**src/rtl/alu_exec_unit.sv**
```systemverilog
// Execute-stage ALU: single-cycle ADD/ADDU/SUBU/ORI plus iterative MULTU/DIVU writing HI/LO.
// Define ALU_EXEC_MULDIV_EN to build the multiply/divide datapath; otherwise MULTU/DIVU are illegal.
`ifndef ALU_CONLROL_LENGTH
`define ALU_CONLROL_LENGTH 4
`endif
`ifndef ALU_CONLROL_ADD
`define ALU_CONLROL_ADD   4'h0
`define ALU_CONLROL_ADDU  4'h1
`define ALU_CONLROL_SUBU  4'h2
`define ALU_CONLROL_ORI   4'h3
`define ALU_CONLROL_MULTU 4'h4
`define ALU_CONLROL_DIVU  4'h5
`endif

module alu_exec_unit #(
    parameter int WIDTH = 32
) (
    input  logic                           clk,
    input  logic                           rst,
    input  logic                           in_valid,
    output logic                           in_ready,
    input  logic [`ALU_CONLROL_LENGTH-1:0] alu_conlrol,
    input  logic [WIDTH-1:0]               src_a,
    input  logic [WIDTH-1:0]               src_b,
    output logic                           out_valid,
    output logic [WIDTH-1:0]               result,
    output logic                           ovf,
    output logic                           div_zero,
    output logic                           illegal,
    output logic [WIDTH-1:0]               hi,
    output logic [WIDTH-1:0]               lo
);

    typedef enum logic [1:0] {S_IDLE, S_MUL, S_DIV} state_t;

    state_t           state_q, state_d;
    logic             out_valid_q, out_valid_d;
    logic [WIDTH-1:0] result_q, result_d;
    logic             ovf_q, ovf_d;
    logic             dz_q, dz_d;
    logic             ill_q, ill_d;
    logic [WIDTH-1:0] hi_q, hi_d;
    logic [WIDTH-1:0] lo_q, lo_d;
    logic [WIDTH-1:0] sum;
    logic             accept;

    assign in_ready = (state_q == S_IDLE);
    assign accept   = in_valid && in_ready;
    assign sum      = src_a + src_b;

`ifdef ALU_EXEC_MULDIV_EN
    localparam int CW = $clog2(WIDTH);

    // acc holds {upper partial product, shifting multiplier} or {remainder, shifting quotient}
    logic [2*WIDTH-1:0] acc_q, acc_d;
    logic [WIDTH-1:0]   opnd_q, opnd_d;
    logic [CW-1:0]      cnt_q, cnt_d;
    logic [WIDTH:0]     mul_upper;
    logic [2*WIDTH-1:0] mul_next;
    logic [WIDTH:0]     div_shift;
    logic [WIDTH-1:0]   div_diff;
    logic               div_ge;
    logic [2*WIDTH-1:0] div_next;
    logic               last_iter;

    assign mul_upper = {1'b0, acc_q[2*WIDTH-1:WIDTH]} + (acc_q[0] ? {1'b0, opnd_q} : '0);
    assign mul_next  = {mul_upper, acc_q[WIDTH-1:1]};
    assign div_shift = {acc_q[2*WIDTH-1:WIDTH], acc_q[WIDTH-1]};
    assign div_ge    = (div_shift >= {1'b0, opnd_q});
    assign div_diff  = div_shift[WIDTH-1:0] - opnd_q;
    assign div_next  = div_ge ? {div_diff, acc_q[WIDTH-2:0], 1'b1}
                              : {div_shift[WIDTH-1:0], acc_q[WIDTH-2:0], 1'b0};
    assign last_iter = (cnt_q == CW'(WIDTH - 1));
`endif

    always_comb begin
        state_d     = state_q;
        out_valid_d = 1'b0;
        result_d    = result_q;
        ovf_d       = ovf_q;
        dz_d        = dz_q;
        ill_d       = ill_q;
        hi_d        = hi_q;
        lo_d        = lo_q;
`ifdef ALU_EXEC_MULDIV_EN
        acc_d       = acc_q;
        opnd_d      = opnd_q;
        cnt_d       = cnt_q;
`endif
        if (accept) begin
            ovf_d = 1'b0;
            dz_d  = 1'b0;
            ill_d = 1'b0;
            case (alu_conlrol)
                `ALU_CONLROL_ADD: begin
                    result_d    = sum;
                    ovf_d       = (src_a[WIDTH-1] == src_b[WIDTH-1]) &&
                                  (sum[WIDTH-1] != src_a[WIDTH-1]);
                    out_valid_d = 1'b1;
                end
                `ALU_CONLROL_ADDU: begin
                    result_d    = sum;
                    out_valid_d = 1'b1;
                end
                `ALU_CONLROL_SUBU: begin
                    result_d    = src_a - src_b;
                    out_valid_d = 1'b1;
                end
                `ALU_CONLROL_ORI: begin
                    result_d    = src_a | src_b;
                    out_valid_d = 1'b1;
                end
`ifdef ALU_EXEC_MULDIV_EN
                `ALU_CONLROL_MULTU: begin
                    state_d = S_MUL;
                    opnd_d  = src_a;
                    acc_d   = {{WIDTH{1'b0}}, src_b};
                    cnt_d   = '0;
                end
                `ALU_CONLROL_DIVU: begin
                    state_d = S_DIV;
                    opnd_d  = src_b;
                    acc_d   = {{WIDTH{1'b0}}, src_a};
                    cnt_d   = '0;
                end
`endif
                default: begin
                    result_d    = '0;
                    ill_d       = 1'b1;
                    out_valid_d = 1'b1;
                end
            endcase
        end
`ifdef ALU_EXEC_MULDIV_EN
        if (state_q == S_MUL || state_q == S_DIV) begin
            acc_d = (state_q == S_MUL) ? mul_next : div_next;
            cnt_d = cnt_q + CW'(1);
            if (last_iter) begin
                state_d     = S_IDLE;
                out_valid_d = 1'b1;
                hi_d        = acc_d[2*WIDTH-1:WIDTH];
                lo_d        = acc_d[WIDTH-1:0];
                result_d    = acc_d[WIDTH-1:0];
                dz_d        = (state_q == S_DIV) && (opnd_q == '0);
            end
        end
`endif
    end

    always_ff @(posedge clk or posedge rst) begin
        if (rst) begin
            state_q     <= S_IDLE;
            out_valid_q <= 1'b0;
            result_q    <= '0;
            ovf_q       <= 1'b0;
            dz_q        <= 1'b0;
            ill_q       <= 1'b0;
            hi_q        <= '0;
            lo_q        <= '0;
`ifdef ALU_EXEC_MULDIV_EN
            acc_q       <= '0;
            opnd_q      <= '0;
            cnt_q       <= '0;
`endif
        end else begin
            state_q     <= state_d;
            out_valid_q <= out_valid_d;
            result_q    <= result_d;
            ovf_q       <= ovf_d;
            dz_q        <= dz_d;
            ill_q       <= ill_d;
            hi_q        <= hi_d;
            lo_q        <= lo_d;
`ifdef ALU_EXEC_MULDIV_EN
            acc_q       <= acc_d;
            opnd_q      <= opnd_d;
            cnt_q       <= cnt_d;
`endif
        end
    end

    assign out_valid = out_valid_q;
    assign result    = result_q;
    assign ovf       = ovf_q;
    assign div_zero  = dz_q;
    assign illegal   = ill_q;
    assign hi        = hi_q;
    assign lo        = lo_q;

endmodule

```
**config.mk**
```make
export PLATFORM = sky130hd
export DESIGN_NAME = alu_exec_unit
export DESIGN_NICKNAME = d
export VERILOG_FILES = /design/src/rtl/alu_exec_unit.sv
export SDC_FILE = /design/constraint.sdc
export NUM_CORES = 1
export LEC_CHECK = 0
export ABC_AREA = 1
export CAP_MARGIN = 5
export CORE_UTILIZATION = 45
export DETAILED_ROUTE_END_ITERATION = 6
export GPL_TIMING_DRIVEN = 0
export PLACE_DENSITY = 0.71
export SYNTH_ARGS = -nofsm -noshare
export SYNTH_HDL_FRONTEND = slang
export SYNTH_SLANG_ARGS = --single-unit
```
**constraint.sdc**
```tcl
create_clock -name clk -period 1.5 [get_ports clk]
set_clock_uncertainty 0.05 [all_clocks]
set_input_delay 0.375 -clock clk [delete_from_list [all_inputs] [get_ports clk]]
set_output_delay 0.375 -clock clk [all_outputs]
set_load 0.005 [all_outputs]
```
==> results by group, run 1 <==
Detailed routing
  – Final antenna-violating net count: 0
  – Remaining DRCs: 0
  – WL/cell: 17.82 microns
  – Drt pass-1 iters: 7
  – DRT Wirelength: 34.86 mm
  – Mean number of vias per cell: 5.449
  – Via count: approximately 11k
  – Iter 0 DRT Violations: 1040

Setup path
  – Buf/Inv on CP: 3
  – CP top delay family: simple AND/OR/NAND/NOR gates
  – Crit path largest cell delay: around 340 ps
  – Most used cell, CP: nand2_1
  – Max stage delay cell, worst path: ha_4
  – Type of origin of the critical path: input port
  – Worst path cell trace: buf_6 > inv_2 > ha_4 > nand2_1 > nand2_1 > inv_1 > nand2_1 > nand2_1 > nand3_4 > nand2_1 > nand3_1 > nand2_1 > nand3_1 > nand2_1 > o21ai_2 > nand2_1
  – Setup Crit Path Kind: input port to flip-flop
  – Worst EP required: 1620 ps
  – Setup crit end kind: flip-flop
  – Critical path data arrival time: approximately 2200 ps
  – Worst-path maximum fanout: 6

STA
  – RSZ-0062 raised after global routing: yes
  – Fin. max-slew vios: 0
  – Slew Limit Headroom: 51.30%
  – Fmax achieved: 478.1 MHz
  – Final Cycle Share: 139.4%
  – # setup viols final: 31
  – Worst slew pin tran: approximately 730 ps
  – Hold Fails Final Rpt: 0
  – Final min period: between 2000 and 2500 ps
  – Final Worst Setup Slack: -591.5 ps

Power
  – PwrDens: 518.6 nW/um^2
  – Maximum vdd drop: 0.0006350 V
  – Overall Power: 7157 uW
  – Leak pwr: around 0.0074 uW

Clock tree
  – Hold_buf cts: 0
  – Cts bufs inserted: 5
  – Root cell of the clock tree: clkbuf_16
  – Clock latency on the worst-skew pair: 280 ps
  – Clock Tree Buf Depth: 2
  – CTS Sinks: 35
  – Clk slew on worst S/H paths: 50 ps
  – CTS tree: built
  – H-Tree Depth: 2

Global route
  – Largest net degree at the start of global routing: 36
  – Vias in the first global route: 9109
  – GRT Total Usage: 33.80%
  – GR Overflow Total: 0
  – First-pass GRT wire length: 47.18 mm
  – Initial antenna violation count: 2

Logic synthesis
  – #FFs+latches synth: 35
  – EDFF count, synth: 0
  – Post-Syn Area per Cell: 5.532 sq um
  – Yosys warning count: 0
  – Yosys top cell area share: 23.79%
  – Largest area contributor in the netlist: nand2_1
  – Post-Synthesis Cell Area: 7905 sq um
  – Post-Synthesis Cells: 1429
  – Unique masters post-synth: 38
  – Post-synth top flop: dfrtp_1
  – Register area share after synthesis: around 11%
  – Ranking of synthesized cells by area: nand2_1 (24%), ha_1 (16%), inv_1 (14%), dfrtp_1 (11%), nand3_1 (7.2%)
  – Ys async rst share: 100.0%

Finish
  – Commonest cells after routing, fill and taps aside: nand2_1 (306), buf_4 (168), inv_1 (163)
  – Layout Utilization: 80.06%
  – Most common cell after layout, fill and taps aside: nand2_1
  – Nets: 1904
  – Ant. Diodes: 0
  – Share of cells above drive strength 1: 52.31%
  – Area grow syn2layout: 74.56%

Placement
  – Buffers on Ports: 105
  – Final HPWL DP: between 20 and 25 mm
  – Pre-CTS WS: -1442 ps
  – Gpl congestion: 0.9740

Floorplanning
  – Area of the die: around 18000 sq um
  – Ports: around 170
  – Core ar.: 17240 sq um
  – Row count: 48
  – Die span in y: 134.5 microns
  – Initial core utilization: 45.86%
  – Die width: 134.5 microns

Outcome
  – Failing checks: setup timing
  – Status: complete, but fails checks

Job
  – Number of max-cap violations: 0

Min path
  – Worst min path class: flip-flop to flip-flop
-- Yosys cell counts, types with 4 or more instances --
cell type,instances
ha_1,100
buf_2,20
inv_1,287
a21oi_1,54
nor2_2,9
nand4_1,13
buf_4,72
buf_6,4
nand3_2,4
a21oi_2,4
clkbuf_1,6
dfrtp_1,35
nand3_1,113
nor3_1,8
nand2_2,9
nand2_1,501
o211ai_1,7
nor2_1,95
or2_2,15
o221ai_1,6
o21ai_0,32
o21bai_1,8
-- power breakdown --
part	internal, uW	switching (uW)	total (uW)
logic	2100	2930	5030
clock network	706	357	1060
registers	1030	39.9	1070
-- flip-flops by register name, summed over array words and instances, names as in the netlist --
signal / flops
result: 32
ovf: 1
out_valid: 1
illegal: 1
-- area by class of cell --
class                           instances  area, sq um
Timing Repair Buffer                  248         2366
Multi-Input combinational cell       1062         8165
Inverter                              291         1224
Fill cell                            1189         3437
Sequential cell                        35        875.8
Clock buffer                            8        156.4
Buffer                                 88        730.7
Tap cell                              225        281.5
-- stage by stage --
stage	setup TNS, ps	hold WS, ps	instances	area, sq um
2_1_floorplan	-7574	356.4	1493	8964
3_3_place_gp	-54630	407.8	1823	10300
3_5_place_dp	-55190	409.5	1823	10300
4_1_cts	-8720	418.7	1939	12980
5_1_grt	-14110	427.7	1957	13800
6_report	-12650	418.8	1957	13800
-- path summary, 6_finish.rpt --
path / start / end / slack, ps / cells past startpoint
max: src_a[4] / result[17] / -590 / 16
max reg2reg: illegal / illegal / 680 / 3
min: result[10] / result[10] / 420 / 2
max in group asynchronous: rst / result[2] / 470 / 2
min reg2reg: result[10] / result[10] / 420 / 2
min in group asynchronous: rst / result[24] / 520 / 2
-- timing repair --
action	4_1_cts	5_1_grt
pin swaps	270	134
endpoints found under the hold margin	0	0
setup buffers	120	21
gates cloned	5	0
resized for setup	866	185
endpoints found under the setup margin	103	34
-- cells by family (layout without fill, tap and decap cells) --
logic type / after synthesis / in the layout / synth area share, %
AOI/OAI and AO/OA: 120 / 120 / 8.769
adders and majority gates: 102 / 102 / 16.33
buffers and inverters: 396 / 635 / 22.97
and+or+nand+nor: 773 / 773 / 40.65
DFF: 35 / 35 / 11.08
xor gates and xnor gates: 1 / 1 / 0.1108
other: 2 / 66 / 0.09500
-- worst register-to-register path: stages (launching register included) --
cell and delay, ps:
dfrtp_1 390, buf_4 140, nor2_1 70, nor2_1 50
-- routing by layer --
metal / track usage (%) / part of all wire, % / up-vias
li1: - / - / 4827
met1: 44.85 / 38 / 4743
met2: 54.46 / 43 / 838
met3: 4.992 / 12 / 255
met4: 14.67 / 7.0 / 0
met5: 0 / 0 / -
Power figures use the tool's default switching activity.
==> run 2: changes to the inputs <==
--- a/config.mk
+++ b/config.mk
@@ -7,6 +7,7 @@
 export LEC_CHECK = 0
 export ABC_AREA = 1
 export CAP_MARGIN = 5
+export CORE_MARGIN = 8
 export CORE_UTILIZATION = 45
 export DETAILED_ROUTE_END_ITERATION = 6
 export GPL_TIMING_DRIVEN = 0
==> run 2 against run 1 <==
The run still ends with setup timing left. Critical path depth shrank 1. Non-clock buffer count rose by 5. Fmax shrank 2.9%. Register-to-register slack better by 120 ps. Largest power group unchanged.
==> results by group, run 2 (synthesis gave the netlist of run 1 again) <==
Min path
  – Hold path depth: 1 (-1)
  – Worst min path class: input port to flip-flop
  – Min-delay src: in_valid
  – Hold endpoint: out_valid

Setup path
  – Setup crit end kind: flip-flop
  – Type of origin of the critical path: input port
  – Crit Reg-Reg Endpoint: illegal
  – Critical path data arrival time: 2270 ps (+60 ps)
  – Worst EP required: 1620 ps (about the same)
  – R2R Setup Slk: 800 ps (+120 ps)
  – Worst-path maximum fanout: 3 (-3)
  – FF-to-FF path depth: 2 (-1)
  – Setup Crit Path Kind: input port to flip-flop
  – Critical R2R Launch: illegal
  – Crit path launch: src_b[5]

Finish
  – Fin area: 13670 sq um (-0.92%)
  – Commonest cells after routing, fill and taps aside: nand2_1 (308), buf_4 (175), inv_1 (166)
  – Nets: 1909 (+0.26%)
  – Share of cells above drive strength 1: 51.47% (-0.84 points)
  – Area grow syn2layout: 72.97%
  – Most common cell after layout, fill and taps aside: nand2_1
  – Post-route non-filler standard cell count: 1963 (+0.31%)
  – Largest register FFs: 32 (unchanged)

Floorplanning
  – Die span in y: 148.5 microns (+10%)
  – Area of the die: 22060 sq um (+22%)
  – Core ar.: 17240 sq um (unchanged)
  – Row count: 48 (unchanged)
  – Ports: 172 (unchanged)
  – Initial core utilization: 45.86% (unchanged)
  – Die width: 148.5 microns (+10%)

Placement
  – Final HPWL DP: 24.11 mm (+7.3%)
  – Gpl congestion: 0.9884 (+1.5%)
  – Placed instance area: 10320 sq um (+0.27%)
  – Buffers on Ports: 105 (unchanged)
  – # placed instances: 1824 (+0.055%)

STA
  – WHS: 313.4 ps (-105.4 ps)
  – Final Cycle Share: 143.6% (+4.2 points)
  – Worst slew pin tran: 528.4 ps (-200.6 ps)
  – Slew Limit Headroom: 64.78% (+13 points)
  – Fmax achieved: 464.1 MHz (-2.9%)
  – Final min period: 2155 ps (+63.10 ps)
  – Final Worst Setup Slack: -654.6 ps (-63.10 ps)
  – Hold Fails Final Rpt: 0 (unchanged)
  – # setup viols final: 30 (-3.2%)
  – Fin. max-slew vios: 0 (unchanged)
  – RSZ-0062 raised after global routing: yes
  – Setup TNS: -12910 ps (-258.4 ps)

Clock tree
  – H-Tree Depth: 2 (unchanged)
  – Root cell of the clock tree: clkbuf_16
  – Clk slew on worst S/H paths: 60 ps (about the same)
  – CTS tree: built
  – Clock latency on the worst-skew pair: 280 ps (about the same)
  – CTS Sinks: 35 (unchanged)
  – Cts bufs inserted: 5 (unchanged)
  – Clock Tree Buf Depth: 2 (unchanged)

Global route
  – GRT met2 Usage: 45.82% (-8.6 points)
  – Routing usage on met1: 35.41% (-9.4 points)
  – GRT Total Usage: 28.00% (-5.8 points)
  – Vias in the first global route: 9553 (+4.9%)
  – First-pass GRT wire length: 49.22 mm (+4.3%)
  – Grt met3 use: 6.594% (+1.6 points)
  – Initial antenna violation count: 3 (+1)
  – GR Overflow Total: 0 (unchanged)
  – Largest net degree at the start of global routing: 25 (-31%)
  – Most used routing layer: met2

Detailed routing
  – Final antenna-violating net count: 0 (unchanged)
  – DRT Wirelength: 36.03 mm (+3.3%)
  – Via count: 10.57k (-0.92%)
  – WL/cell: 18.35 microns (+3.0%)
  – Iter 0 DRT Violations: 942 (-9.4%)
  – Mean number of vias per cell: 5.382 (-1.2%)
  – Remaining DRCs: 0 (unchanged)
  – Drt pass-1 iters: 5 (-2)

Outcome
  – Status: complete, but fails checks
  – Failing checks: setup timing

Power
  – PwrDens: 526.7 nW/um^2 (+1.6%)
  – Maximum vdd drop: 0.0007140 V (+12%)
  – Leak pwr: 0.007428 uW (-0.12%)

Job
  – Number of max-cap violations: 0 (unchanged)
==> run 2: what timing repair did <==
item | in CTS | in global routing
hold buffers | 0 | 0
endpoints found under the setup margin | 68 | 34
endpoints found under the hold margin | 0 | 0
buffers inserted | 107 | 40
pin swaps | 245 | 186
cloned | 2 | 1
gates resized for setup | 785 | 245
==> run 2: where the power goes <==
| group | total, uW | internal (uW) | switching [uW] |
|---|---|---|---|
| clock | 1180 | 783 | 398 |
| combinational | 4960 | 2070 | 2880 |
| sequential | 1070 | 1020 | 40.3 |
==> run 2: cell type report <==
type,count,area (sq um)
well taps,225,281.5
plain buffers,86,706.9
repair buffers,255,2356
inverters,291,1230
clock inverters,3,43.79
multi-input cells,1062,8051
diodes,1,2.502
flip-flops and latches,35,875.8
clock buffers,5,125.1
fillers,1235,3563
==> run 2: per-stage QoR <==
stage / utilization [%] / setup WS, ps / power, uW
after floorplan: - / -331.6 / 3213
after global placement: 59.73 / -1473 / 4212
after detailed placement: 59.89 / -1491 / 4253
after CTS: 73.03 / -493.3 / 6450
after global routing: 79.31 / -715.1 / 7529
final: 79.33 / -654.6 / 7202
==> run 2: worst max-delay path, cell delays in order <==
cell and delay (ps):
buf_6 100, inv_2 80, buf_4 120, ha_1 140, inv_1 90, o21ai_4 240
nand2_1 150, nand2_2 120, nand2_1 120, nand3_4 170, nand2_1 80, nand3_1 100
o211ai_1 190, nand2_1 130, nand2_1 60
==> run 2: layer usage <==
layer | routed length [microns] | share of wire (%)
met1 | 14170 | 39
met2 | 15900 | 44
met3 | 4004 | 11
met4 | 1933 | 5.4
met5 | 23 | 0.064
==> run 2: worst max path at each step <==
| stage | endpoint | cells after the start | slack, ps |
|---|---|---|---|
| 2_1_floorplan | result[31] | 16 | -330 |
| 3_3_place_gp | result[26] | 16 | -1470 |
| 3_5_place_dp | result[26] | 16 | -1490 |
| 4_1_cts | result[22] | 16 | -490 |
| 5_1_grt | result[13] | 15 | -720 |
| 6_report | result[13] | 15 | -650 |
